==> src/rtl/stb_dcache_port_arbiter.sv <==
// stb_dcache_port_arbiter: shares the single dcache port between LSU loads and store-buffer drains, sequencing fences
// Ports: lsummu2arb_* load address/request and fence request; arb2lsummu_* load data, load ack, fence ack;
//        stb2arb_* store-buffer head entry, request, empty/full status; arb2stb_ack head-entry drained;
//        arb2dcache_* registered dcache request bus; dcache2arb_* dcache read data and completion.
module stb_dcache_port_arbiter #(
  parameter int ADDR_WIDTH = 32,
  parameter int DATA_WIDTH = 32,
  parameter int BYTE_SEL_WIDTH = 4,
  parameter int STARVE_LIMIT = 4
) (
  input  logic                      clk,
  input  logic                      rst_n,
  input  logic [ADDR_WIDTH-1:0]     lsummu2arb_addr,
  input  logic                      lsummu2arb_req,
  input  logic                      lsummu2arb_fence_req,
  output logic [DATA_WIDTH-1:0]     arb2lsummu_rdata,
  output logic                      arb2lsummu_ack,
  output logic                      arb2lsummu_fence_ack,
  input  logic [ADDR_WIDTH-1:0]     stb2arb_addr,
  input  logic [DATA_WIDTH-1:0]     stb2arb_wdata,
  input  logic [BYTE_SEL_WIDTH-1:0] stb2arb_sel_byte,
  input  logic                      stb2arb_w_en,
  input  logic                      stb2arb_req,
  input  logic                      stb2arb_empty,
  input  logic                      stb2arb_full,
  output logic                      arb2stb_ack,
  output logic [ADDR_WIDTH-1:0]     arb2dcache_addr,
  output logic [DATA_WIDTH-1:0]     arb2dcache_wdata,
  output logic [BYTE_SEL_WIDTH-1:0] arb2dcache_sel_byte,
  output logic                      arb2dcache_w_en,
  output logic                      arb2dcache_req,
  input  logic [DATA_WIDTH-1:0]     dcache2arb_rdata,
  input  logic                      dcache2arb_ack
);
  typedef enum logic [1:0] {IDLE, LOAD_BUSY, STORE_BUSY} state_t;
  localparam int CW = $clog2(STARVE_LIMIT + 1);
  localparam logic [CW-1:0] LIMIT = CW'(STARVE_LIMIT);
  state_t state, state_nx;
  logic [CW-1:0] starve_cnt;
  logic grant_ok, starved, word_eq, pick_store, pick_load, fence_fire, done;
  always_comb begin
    // while an ack pulse is out, the acked requester still presents its finished request
    grant_ok = state == IDLE && !arb2lsummu_ack && !arb2stb_ack && !arb2lsummu_fence_ack;
    starved = starve_cnt == LIMIT;
    word_eq = lsummu2arb_addr[ADDR_WIDTH-1:2] == stb2arb_addr[ADDR_WIDTH-1:2];
    // store wins on fence, full, starvation, same-word hazard, or when no load competes
    pick_store = grant_ok && stb2arb_req &&
                 (lsummu2arb_fence_req || stb2arb_full || starved || word_eq || !lsummu2arb_req);
    pick_load = grant_ok && lsummu2arb_req && !lsummu2arb_fence_req && !pick_store;
    fence_fire = grant_ok && lsummu2arb_fence_req && stb2arb_empty && !stb2arb_req;
    done = state != IDLE && dcache2arb_ack;
    state_nx = pick_store ? STORE_BUSY : pick_load ? LOAD_BUSY : done ? IDLE : state;
  end
  always_ff @(posedge clk or negedge rst_n) begin
    if (!rst_n) state <= IDLE;
    else state <= state_nx;
  end
  always_ff @(posedge clk or negedge rst_n) begin
    if (!rst_n) begin
      starve_cnt <= '0;
      arb2lsummu_rdata <= '0;
      arb2lsummu_ack <= 1'b0;
      arb2lsummu_fence_ack <= 1'b0;
      arb2stb_ack <= 1'b0;
      arb2dcache_addr <= '0;
      arb2dcache_wdata <= '0;
      arb2dcache_sel_byte <= '0;
      arb2dcache_w_en <= 1'b0;
      arb2dcache_req <= 1'b0;
    end else begin
      arb2lsummu_ack <= done && state == LOAD_BUSY;
      arb2stb_ack <= done && state == STORE_BUSY;
      arb2lsummu_fence_ack <= fence_fire;
      if (done && state == LOAD_BUSY) arb2lsummu_rdata <= dcache2arb_rdata;
      if (pick_store || pick_load) begin
        arb2dcache_req <= 1'b1;
        arb2dcache_addr <= pick_store ? stb2arb_addr : lsummu2arb_addr;
        arb2dcache_wdata <= pick_store ? stb2arb_wdata : '0;
        arb2dcache_sel_byte <= pick_store ? stb2arb_sel_byte : '1;
        arb2dcache_w_en <= pick_store ? stb2arb_w_en : 1'b0;
      end else if (done) begin
        arb2dcache_req <= 1'b0;
      end
      if (pick_store) starve_cnt <= '0;
      else if (pick_load && stb2arb_req && !starved) starve_cnt <= starve_cnt + 1'b1;
    end
  end
endmodule
==> config.mk <==
export PLATFORM = sky130hd
export DESIGN_NAME = stb_dcache_port_arbiter
export DESIGN_NICKNAME = d
export VERILOG_FILES = /design/src/rtl/stb_dcache_port_arbiter.sv
export SDC_FILE = /design/constraint.sdc
export NUM_CORES = 1
export LEC_CHECK = 0
export BUFFER_PORTS_ARGS = -buffer_cell sky130_fd_sc_hd__buf_2
export CAP_MARGIN = 40
export CORE_MARGIN = 4
export CORE_UTILIZATION = 53
export DETAILED_ROUTE_END_ITERATION = 10
export GPL_ROUTABILITY_DRIVEN = 1
export PLACE_DENSITY_LB_ADDON = 0.15
export SYNTH_ARGS = -nofsm -noshare
export SYNTH_HDL_FRONTEND = slang
export SYNTH_SLANG_ARGS = --single-unit
==> constraint.sdc <==
create_clock -name clk -period 5 [get_ports clk]
set_input_delay 0.75 -clock clk [delete_from_list [all_inputs] [get_ports clk]]
set_output_delay 0.75 -clock clk [all_outputs]
set_load 0.01 [all_outputs]
==> impl_metrics.ini <==
[die]
coreArea_um2 = 10900
initial_utilization_pct = 54.5
rows = 38
die_h_um = 114
dieArea_um2 = 13000
pin_count = 246
fp.dieW_um = 114

[drt]
avgViaCountPerCell = 5.79
drtAntennaViolNets = 0
routedWlPerCell_um = 18.5
num_vias = 5648
dr.pass1.iters = 5
drc_errors = 0
wirelength_mm = 18.1
drt-initial-drc-count = 487

[global_routing]
antenna_found_initial = 2
overflow = 0
grt_max_degree = 67
grt_pass1_vias = 5813
grt_pass1_wl_mm = 28.8
grt_usage_pct = 27.6

[cts]
cts_hold_buf = 0
post-cts-setup-buffers = 0
root_buffer = clkbuf_8
cts.sinks = 110
clk_pin_slew_ns = 0.11
cts_buffers = 9
cts_resized = 0
cts_buffer_depth = 2
ctsHtreeMaxLevel = 3
insertion_delay_ns = 0.38
cts_tree = done

[logic_synthesis]
seq_area_frac_synth_pct = 46.4
synth_area_um2 = 5940
synth-seq-cells = 110
yosys.area.top_type = dfrtp_1
synthCells = 614
ys_types = 32
ys_warn_count = 0
syn_area_per_cell_um2 = 9.67
synth_top_area_share_pct = 46.4
synth_area_leaders = dfrtp_1 (46%), nand2_1 (6.1%), xor2_1 (4.6%), nor4_1 (4.2%), and3_1 (3.6%)
synth.net_count = 757

[worst_setup_path]
r2r-start = state[0]$_DFFE_PN0P_
end_kind = flip-flop
critical_path.cell_chain = or4_4 > or3_2 > buf_4 > mux2_4 > a211oi_2 > nor3_1
cp.required_ns = 5.26
crit_type = flip-flop to flip-flop
r2r_cells = 6
critPathArrivalTime_ns = 3.07
crit_slowest_cell = or3_2
ff2ff_setup_slack_ns = 2.19
path_max_fanout = 48
cpPeakStageDelay_ns = 0.64
startpoint_type = flip-flop
setup.worst_path.start = state[0]$_DFFE_PN0P_

[status]
outcome = finished clean

[finish]
final_util_pct = 69.4
final_cells = 975
drive_gt1_share_pct = 40.6
final_area_um2 = 7550
area_delta_synth_final_pct = 27.2
final_common_cell = buf_2
nNetsFinal = 972
final_cell_mix = buf_2 (244), dfrtp_1 (110), nand2_1 (97)

[sta]
post-route-min-period_ns = 2.81
hold_viol = 0
rsz0062_at_grt = false
setup_violations = 0
setup_tns_ns = 0
skew_ns = 0.0138
relSlewSlack_pct = 49.4
fin_crit_sh_pct = 56.2
max_freq_ghz = 0.356
fin_ws_ns = 2.19
maxSlewViolCount = 0
whs_ns = 0.166
tightest_slew_ns = 0.753

[place]
place_congestion = 0.883
dpl_cell_area_um2 = 7360
port_buffers = 245
preCtsSetupSlack_ns = 2.02
hpwlAfterDp_mm = 12.9
placedCellCount = 958

[pwr]
ir_drop_v = 0.000301
power_density_nw_per_um2 = 520
finalPower_mw = 3.93
cellLeakagePower_nw = 3.78

[min_path]
worstHoldPathType = input pin to asynchronous set/reset pin

[flow_run]
maxCapViolCount = 0
## metal layers
layer	vias to the layer above	wire, um	track usage, %
met5	-	9	0
met2	251	8970	46.4
li1	2654	-	-
met1	2705	7060	34.5
met4	2	483	10.5
met3	36	1540	6.95
## power by group
part           switching, mW  internal [mW]  total [mW]
Clock                  0.309          0.209       0.519
Combinational           1.03          0.878        1.91
Sequential             0.216           1.28        1.50
## cell usage after synthesis
| library cell | n |
|---|---|
| or3_1 | 33 |
| a31o_2 | 9 |
| and2_1 | 1 |
| nor3_1 | 39 |
| nor4_1 | 40 |
| a31oi_1 | 4 |
| buf_6 | 5 |
| o21ai_1 | 3 |
| mux2_4 | 14 |
| a31o_1 | 24 |
| a211oi_1 | 19 |
| and3_1 | 34 |
| o21ai_0 | 32 |
| xor2_1 | 31 |
| nor2_1 | 2 |
| xnor2_1 | 1 |
| o22ai_1 | 1 |
| clkbuf_1 | 46 |
| dfrtp_1 | 110 |
| nand3_1 | 3 |
| a211oi_2 | 14 |
| inv_1 | 9 |
| mux2_2 | 18 |
| nand2_1 | 97 |
| nand4_1 | 2 |
| nand2b_1 | 2 |
| or4_4 | 1 |
| and4_1 | 2 |
| buf_2 | 4 |
| a21oi_1 | 10 |
| ha_1 | 2 |
| buf_1 | 2 |
## cell type report
cell class / instances / area, um^2
diodes: 1 / 2.50
clock buffers: 11 / 151
clock inverters: 5 / 32.5
fillers: 894 / 3340
inverters: 9 / 33.8
multi-input cells: 438 / 2930
flip-flops and latches: 110 / 2750
well taps: 140 / 175
repair buffers: 261 / 1480
## path summary, 6_finish.rpt
| path | to |
|---|---|
| min in group clk | arb2lsummu_rdata[21]$_DFFE_PN0P_ |
| max in group asynchronous | arb2dcache_wdata[18]$_DFFE_PN0P_ |
| worst max-delay path | arb2dcache_addr[7]$_DFFE_PN0P_ |
| worst min-delay path | arb2dcache_addr[31]$_DFFE_PN0P_ |
| worst min register to register | arb2lsummu_rdata[21]$_DFFE_PN0P_ |
| worst max register to register | arb2dcache_addr[7]$_DFFE_PN0P_ |
## kinds of logic (layout without fill, tap and decap cells)
kind of cell	count (synthesis)	count (layout)	share of synthesized area, %
compound gates	116	116	14.5
other cells	0	1	0
xor+xnor	32	32	4.72
mux	32	32	6.96
fa+ha+maj	2	2	0.422
buf+inv	66	286	4.89
simple gates	256	256	22.1
flops	110	110	46.4
## registers in the layout, summed over array words and instances (netlist names)
register / flops
arb2dcache_wdata: 32
arb2dcache_req: 1
arb2lsummu_ack: 1
arb2stb_ack: 1
arb2dcache_sel_byte: 4
starve_cnt: 3
arb2dcache_addr: 32
arb2lsummu_fence_ack: 1
state: 2
arb2lsummu_rdata: 32
arb2dcache_w_en: 1
## worst max-delay path: cells and delay by family, from the launching register on
| kind | cells | cell delay [ns] |
|---|---|---|
| AND/OR/NAND/NOR | 3 | 1.24 |
| flip-flops | 1 | 0.45 |
| multiplexers | 1 | 0.40 |
| buffers and inverters | 1 | 0.39 |
| AO/OA/AOI/OAI | 1 | 0.16 |
(Power assumes the default switching activity.)
